File: config.mk
export PLATFORM = sky130hd
export DESIGN_NAME = serializer_64to1_serdes
export DESIGN_NICKNAME = d
export VERILOG_FILES = /design/src/rtl/serdes_pkg.sv /design/src/rtl/ser_shift_reg.sv /design/src/rtl/serializer_64to1_serdes.sv
export SDC_FILE = /design/constraint.sdc
export NUM_CORES = 1
export LEC_CHECK = 0
export BUFFER_PORTS_ARGS = -buffer_cell sky130_fd_sc_hd__buf_2
export CAP_MARGIN = 5
export CORE_UTILIZATION = 50
export DETAILED_ROUTE_END_ITERATION = 8
export PLACE_DENSITY = 0.76
export SKIP_CTS_REPAIR_TIMING = 1
export SLEW_MARGIN = 10
export SYNTH_ARGS = -nofsm -noshare
export SYNTH_HDL_FRONTEND = slang
export SYNTH_SLANG_ARGS = --single-unit
File: constraint.sdc
create_clock -name clk_serial -period 1.8 [get_ports clk_serial]
set_input_delay 0.18 -clock clk_serial [delete_from_list [all_inputs] [get_ports clk_serial]]
set_output_delay 0.18 -clock clk_serial [all_outputs]
set_load 0.01 [all_outputs]
File: src/rtl/serdes_pkg.sv
// Shared constants and state labels for the SerDes transmit serializer.
package serdes_pkg;

  localparam int DATA_W_DEFAULT = 64;
  localparam int CNT_W_DEFAULT  = 6;

  // Debug/waveform label only; the implemented state bit is `active`.
  typedef enum logic {
    IDLE  = 1'b0,
    SHIFT = 1'b1
  } ser_state_e;

endpackage

File: src/rtl/ser_shift_reg.sv
// Load/shift register feeding the serial line.
// Bit order: MSB first by default; define SERDES_LSB_FIRST_EN for LSB first.
module ser_shift_reg
  import serdes_pkg::*;
#(
  parameter int DATA_W = DATA_W_DEFAULT
) (
  input  logic              clk_serial,
  input  logic              rst_n,
  input  logic              load,
  input  logic              shift,
  input  logic [DATA_W-1:0] load_data,
  output logic              line_bit
);

  logic [DATA_W-1:0] shreg_q;
  logic [DATA_W-1:0] shreg_d;

  // Load wins over shift so a last-bit reload chains words with no gap.
  always_comb begin
    shreg_d = shreg_q;
    if (load) begin
      shreg_d = load_data;
    end else if (shift) begin
`ifdef SERDES_LSB_FIRST_EN
      shreg_d = shreg_q >> 1;
`else
      shreg_d = shreg_q << 1;
`endif
    end
  end

  // Register update; reset clears any partially sent word.
  always_ff @(posedge clk_serial or negedge rst_n) begin
    if (!rst_n) begin
      shreg_q <= '0;
    end else begin
      shreg_q <= shreg_d;
    end
  end

`ifdef SERDES_LSB_FIRST_EN
  assign line_bit = shreg_q[0];
`else
  assign line_bit = shreg_q[DATA_W-1];
`endif

endmodule

File: src/rtl/serializer_64to1_serdes.sv
// Parallel-to-serial transmit stage: one DATA_W word per valid/ready
// handshake, one bit per clk_serial cycle, back-to-back with no gap bit.
// Optional macro SERDES_LSB_FIRST_EN selects LSB-first line order.
module serializer_64to1_serdes
  import serdes_pkg::*;
#(
  parameter int DATA_W = DATA_W_DEFAULT,
  parameter int CNT_W  = $clog2(DATA_W)
) (
  input  logic              clk_serial,
  input  logic              rst_n,
  input  logic [DATA_W-1:0] data_in,
  input  logic              valid_in,
  output logic              ready_out,
  output logic              serial_out
);

  localparam logic [CNT_W-1:0] CNT_LAST = CNT_W'(DATA_W - 1);
  localparam logic [CNT_W-1:0] CNT_ONE  = CNT_W'(1);

  logic [CNT_W-1:0] cnt_q;
  logic [CNT_W-1:0] cnt_d;
  logic             active;
  logic             active_d;
  logic             last_bit;
  logic             accept;
  logic             line_bit;
  ser_state_e       state;

  assign state    = active ? SHIFT : IDLE;
  assign last_bit = (cnt_q == CNT_LAST);

  // Ready while idle, or on the final bit of the current word.
  assign ready_out = ~active | (active & last_bit);
  assign accept    = valid_in & ready_out;

  // Bit counter and active flag; an accept always restarts the word.
  always_comb begin
    cnt_d    = cnt_q;
    active_d = active;
    if (accept) begin
      cnt_d    = '0;
      active_d = 1'b1;
    end else if (active) begin
      if (last_bit) begin
        cnt_d    = '0;
        active_d = 1'b0;
      end else begin
        cnt_d = cnt_q + CNT_ONE;
      end
    end
  end

  // Control state; asynchronous reset abandons any word in flight.
  always_ff @(posedge clk_serial or negedge rst_n) begin
    if (!rst_n) begin
      cnt_q  <= '0;
      active <= 1'b0;
    end else begin
      cnt_q  <= cnt_d;
      active <= active_d;
    end
  end

  ser_shift_reg #(
    .DATA_W (DATA_W)
  ) u_shift (
    .clk_serial (clk_serial),
    .rst_n      (rst_n),
    .load       (accept),
    .shift      (active & ~accept),
    .load_data  (data_in),
    .line_bit   (line_bit)
  );

  // Idle line is held low.
  assign serial_out = (state == SHIFT) ? line_bit : 1'b0;

endmodule

### Word-level counts from Yosys, hierarchy flattened

Cells that the tools add are included.
Widths: inputs -> output; s select.

| word-level totals | value |
|---|---|
| register bits | 71 |
| bits in latches | 0 |
| RAM bits | 0 |
| ROM bits | 0 |
| word-level logic and storage cells | 23 |
| memories | 0 |

| operators by class | value |
|---|---|
| add/sub/neg operators | 1 |
| $mul | 0 |
| divide/modulo/power cells | 0 |
| $lt $le $gt $ge | 0 |
| equal/unequal tests | 1 |
| shift-type cells | 0 |
| mux-type cells | 10 |
| bitwise operators | 6 |
| reduce and logical (&&, ||, !) cells | 2 |

Operators by type and width:

| operator | number |
|---|---|
| $mux 64 | 2 |
| $mux 6 | 3 |
| $add 6x1->6 const B | 1 |
| $eq 6x6->1 const B | 1 |
| $mux 1 | 5 |
| $reduce_bool 2->1 | 2 |
| $and 1x1->1 | 3 |
| $not 1->1 | 2 |
| $or 1x1->1 | 1 |

### Depth between registers and ports, before layout

| depth | value |
|---|---|
| depth after elaboration | 8 |
| mapped depth | 6 |

### Modules after synthesis

Synthesis repeated with hierarchy kept, for this count alone.

| second synthesis, totals | value |
|---|---|
| cell total of the unflattened synthesis | 318 |
| area, all modules | 3374.5 um2 |

Modules (own cells, without submodules):

| module | instances | cells an instance | area an instance (um2) | seq. area each (um2) |
|---|---|---|---|---|
| ser_shift_reg | 1 | 277 | 2996.6 | 1601.5 |
| serializer_64to1_serdes | 1 | 41 | 377.9 | 175.2 |

### Least setup slack after synthesis

Ideal clock, no wire load.

| path | value |
|---|---|
| path type | reg-to-reg |
| start point | register cnt_q[0] |
| end point | register u_shift.shreg_q[10] |
| library setup time | 0.123 ns |
| arrival time | 1.534 ns |
| data required time | 1.677 ns |
| setup slack | 0.143 ns |
| cell stages (with the launch flop) | 7 |
| path through | dfrtp_1 -> ha_1 -> and4_4 -> a31o_1 -> buf_6 -> buf_6 -> o221a_1 |

| on the way | value |
|---|---|
| word-level cells in the longest chain between the ends | 7 |
| elaborated cells between the ends (all ways) | 8 |
| those cells by class | eq/ne: 1; mux: 1; bitwise: 5; reduce/logical: 1 |

Ends and longest elaborated chain:

| what | RTL line | source |
|---|---|---|
| start: declaration | serializer_64to1_serdes.sv:21 | `logic [CNT_W-1:0] cnt_q;` |
| start signal: assignment | serializer_64to1_serdes.sv:60 | `cnt_q <= cnt_d;` |
| $eq 6x6->1 * | serializer_64to1_serdes.sv:31 | `assign last_bit = (cnt_q == CNT_LAST);` |
| $and 1x1->1 * | serializer_64to1_serdes.sv:34 | `assign ready_out = ~active \| (active & last_bit);` |
| $or 1x1->1 * | serializer_64to1_serdes.sv:34 |  |
| $and 1x1->1 * | serializer_64to1_serdes.sv:35 | `assign accept = valid_in & ready_out;` |
| $not 1->1 | serializer_64to1_serdes.sv:71 | `.shift (active & ~accept),` |
| $and 1x1->1 | serializer_64to1_serdes.sv:71 |  |
| $reduce_bool 2->1 (no source line) | - |  |
| end signal: assignment | ser_shift_reg.sv:38 | `shreg_q <= shreg_d;` |
| end: declaration | ser_shift_reg.sv:16 | `logic [DATA_W-1:0] shreg_q;` |

Mark *: on every way between the ends. The rest lies on a longest branch, timed or not.
A chain may end at the register's enable or synchronous reset.

### Worst setup path in the final report

| path | value |
|---|---|
| start point | register cnt_q[0] |
| end point | output port ready_out |

| on the way | value |
|---|---|
| word-level cells in the longest chain between the ends | 3 |

Ends and longest elaborated chain:

| what | RTL line | source |
|---|---|---|
| $eq 6x6->1 | serializer_64to1_serdes.sv:31 |  |
| $and 1x1->1 | serializer_64to1_serdes.sv:34 |  |
| $or 1x1->1 | serializer_64to1_serdes.sv:34 |  |
| end: declaration | serializer_64to1_serdes.sv:14 | `output logic ready_out,` |

Every way passes these cells.

==> qor.log <==
INFO  global_routing first_global_vias=2655
INFO  sta            grt_setup_unrepaired=false
INFO  cts            cts.clk_slew.worst_paths=0.07ns
INFO  critical_path  cp-startpoint=cnt_q[0]
INFO  cells_and_area finish.net_count=457
INFO  routing        final_wirelength=8280um
INFO  sta            min_period=1.70ns
INFO  critical_path  rr_worst_depth=5
INFO  logic_synthesis netlist_area=3770squm
INFO  sta            report.final.slew_viol_count=0
INFO  global_routing grt_pass1_wl=13100um
INFO  logic_synthesis synth_instances=326
INFO  routing        detail_route.vias_per_cell=5.83
INFO  cts            clock_tree_from_tritoncts=done
INFO  routing        route.detailed.drc=0
INFO  critical_path  worstPathBufferInverterCount=1
INFO  logic_synthesis number_of_distinct_library_cells_after_synthesis=27
INFO  power          ir_worst_vdd=0.000581V
INFO  critical_path  crit_path_cell_trace=ha_1, and4_4, nand2_1, nand2_1, buf_2
INFO  cells_and_area layout_commonest_cell=dfrtp_1
INFO  cells_and_area mostFrequentLayoutCells=dfrtp_1, nand2_1, buf_2, mux2i_1, o221a_1
INFO  die            floorplan.initialDensity=52.0%
INFO  logic_synthesis postSynthNetCount=394
INFO  critical_path  crit_path_frequent_cell=nand2_1
INFO  cells_and_area synthToLayoutAreaGrowth=18.5%
INFO  critical_path  worstSetupPathType=flip-flop to primary output
INFO  status         status=completed
INFO  sta            tightestPinTransition=0.663ns
INFO  critical_path  cp_top_family=flip-flops
INFO  logic_synthesis post_synth.cell_area_avg=11.6squm
INFO  critical_path  worst_path_max_delay_cell=dfrtp_1
INFO  die            die_area=7890squm
INFO  cells_and_area antenna-diode-count=0
INFO  power          power.total=5.66mW
INFO  sta            final.setup.tns=0ns
INFO  global_routing globalRouteOverflowTotal=0
INFO  power          leakagePower=2.01nW
INFO  global_routing grt_antenna_before_repair=1
INFO  critical_path  worstSetupPathDepth=5
INFO  logic_synthesis fraction_of_registers_with_async_set_reset=100%
INFO  global_routing total_routing_usage_gr=22.0%
INFO  sta            finalCritPeriodShare=94.6%
INFO  cts            cts_inserted_buffers=9
INFO  sta            fin_skew=0.00776ns
INFO  critical_path  minimum_setup_slack_among_reg_to_reg_paths=0.1ns
INFO  routing        via_count=2876
INFO  logic_synthesis ys_warn_count=0
INFO  sta            relSlewSlack=55.8%
INFO  critical_path  cp_data_required_time=1.62ns
INFO  routing        wl_per_cell=16.8um
INFO  critical_path  end_of_the_worst_register_to_register_path=u_shift.shreg_q[18]
INFO  global_routing pin_count_of_the_biggest_net_entering_global_routing=43
INFO  die            core_area=7250squm
INFO  logic_synthesis total_of_flip_flops_plus_latches_after_synthesis=71
INFO  place          hpwlAfterDp=5480um
INFO  die            fp-row-count=31
INFO  job            drv_cap=0
INFO  sta            timing.final.hold_violations=0
INFO  cts            clock_network_latency_to_the_later_pin_of_the_worst_skew_pair=0.34ns
INFO  sta            max_clock_freq=587MHz
INFO  place          portBuffers=68
INFO  cts            cts.root.buffer_cell=clkbuf_8
INFO  critical_path  critical_path.max_stage_delay=0.41ns
INFO  critical_path  worstPathArrival=1.52ns
INFO  cells_and_area fraction_of_layout_instances_using_a_drive_strength_above_1=25.4%
INFO  hold_path      hp-class=primary input to flip-flop
INFO  critical_path  endpoint_kind=primary output
INFO  logic_synthesis synth_top_flop_cell=dfrtp_1
INFO  logic_synthesis count_of_flip_flops_with_a_built_in_enable_after_synthesis=0
INFO  critical_path  r2r-start=cnt_q[0]
INFO  logic_synthesis sequential_element_share_of_the_synthesized_area=47.1%
INFO  routing        ant_nets=0
INFO  cts            cts_max_level=3
INFO  cts            clock_path_buffers=2
INFO  power          p_per_area=1270nW/um^2
INFO  cts            clkSinkCount=71
INFO  critical_path  worst_setup_path_start_kind=flip-flop
INFO  routing        drt_first_pass_iters=4
INFO  sta            setup_violations=0
INFO  routing        dr.first_iter.drc_count=230
INFO  critical_path  worstSetupEndpoint=ready_out
INFO  die            ios=69
INFO  critical_path  critPathMaxFanout=4
INFO  die            floorplan.die.width=88.8um
INFO  sta            fin_hold_ws=0.0976ns
INFO  die            floorplan.die.height=88.8um
INFO  place          gpl.final_weighted_congestion=0.811
==> registers in the layout, indices dropped and copies added, names as in the netlist <==
register and cells:
u_shift.shreg_q 64, cnt_q 6, active 1
==> area by class of cell <==
| type | count | area [sq um] |
|---|---|---|
| Timing Repair Buffer | 83 | 546 |
| Sequential cell | 71 | 1780 |
| Clock inverter | 3 | 65.1 |
| Clock buffer | 13 | 159 |
| Fill cell | 578 | 2790 |
| Inverter | 3 | 11.3 |
| Tap cell | 99 | 124 |
| Multi-Input combinational cell | 221 | 1780 |
==> per-stage QoR <==
stage	std cells	util [%]	setup slack, ns	cell area (sq um)
after floorplan	326	-	0.143	3770
after global placement	475	58.2	0.153	4220
after detailed placement	475	58.2	0.124	4220
after CTS	491	61.3	0.0731	4450
after global routing	493	61.6	0.00404	4470
final	493	61.6	0.0970	4470
==> worst reg2reg max path, stage by stage (launching register included) <==
cell,delay [ns]
dfrtp_1,0.41
ha_1,0.23
and4_4,0.21
a31o_2,0.31
buf_12,0.17
o221a_1,0.24
==> how the worst min path moves through the flow <==
stage                     startpoint                   to  slack, ns  cells past startpoint
after floorplan                rst_n               active      -0.12                      0
after global placement         rst_n  u_shift.shreg_q[50]       0.25                      1
after detailed placement       rst_n  u_shift.shreg_q[50]       0.25                      1
after CTS                      rst_n  u_shift.shreg_q[50]      -0.12                      1
after global routing      data_in[0]   u_shift.shreg_q[0]        0.1                      3
final                     data_in[0]   u_shift.shreg_q[0]        0.1                      3
==> layer usage <==
layer | part of all wire, % | wire [um] | global-route usage, % | vias to the layer above
li1 | - | - | - | 1365
met1 | 47 | 3920 | 31.8 | 1418
met2 | 46 | 3820 | 32.2 | 81
met3 | 5.5 | 459 | 6.81 | 10
met4 | 0.72 | 60 | 5.57 | 2
met5 | 0.12 | 10 | 0 | -
==> synth_stat cells (2+ instances only) <==
library cell  instances  area (sq um)
nand3_1               4          20.0
nand4_1               2          12.5
inv_1                 3          11.3
clkbuf_1             12          45.0
buf_4                 3          22.5
buf_6                 8          90.1
dfrtp_1              71          1780
o221a_1              63           709
o21ai_0               2          10.0
a21oi_1               4          20.0
buf_2                 8          40.0
mux2i_1              64           641
nand2_1              68           255
==> report_power, final <==
group / internal, mW / switching, mW / leakage, nW / total [mW]
Clock: 0.856 / 0.575 / 0.114 / 1.43
Combinational: 0.909 / 0.571 / 0.998 / 1.48
Sequential: 2.27 / 0.475 / 0.894 / 2.75
==> cell families after synthesis <==
group	Yosys count	synth area share, %
mux	64	17.0
simple gates	79	8.63
buf+inv	34	5.54
flops	71	47.1
fa+ha+maj	1	0.332
compound gates	76	21.1
xor+xnor	1	0.232
Note: power is estimated with default switching activity, not from simulation.
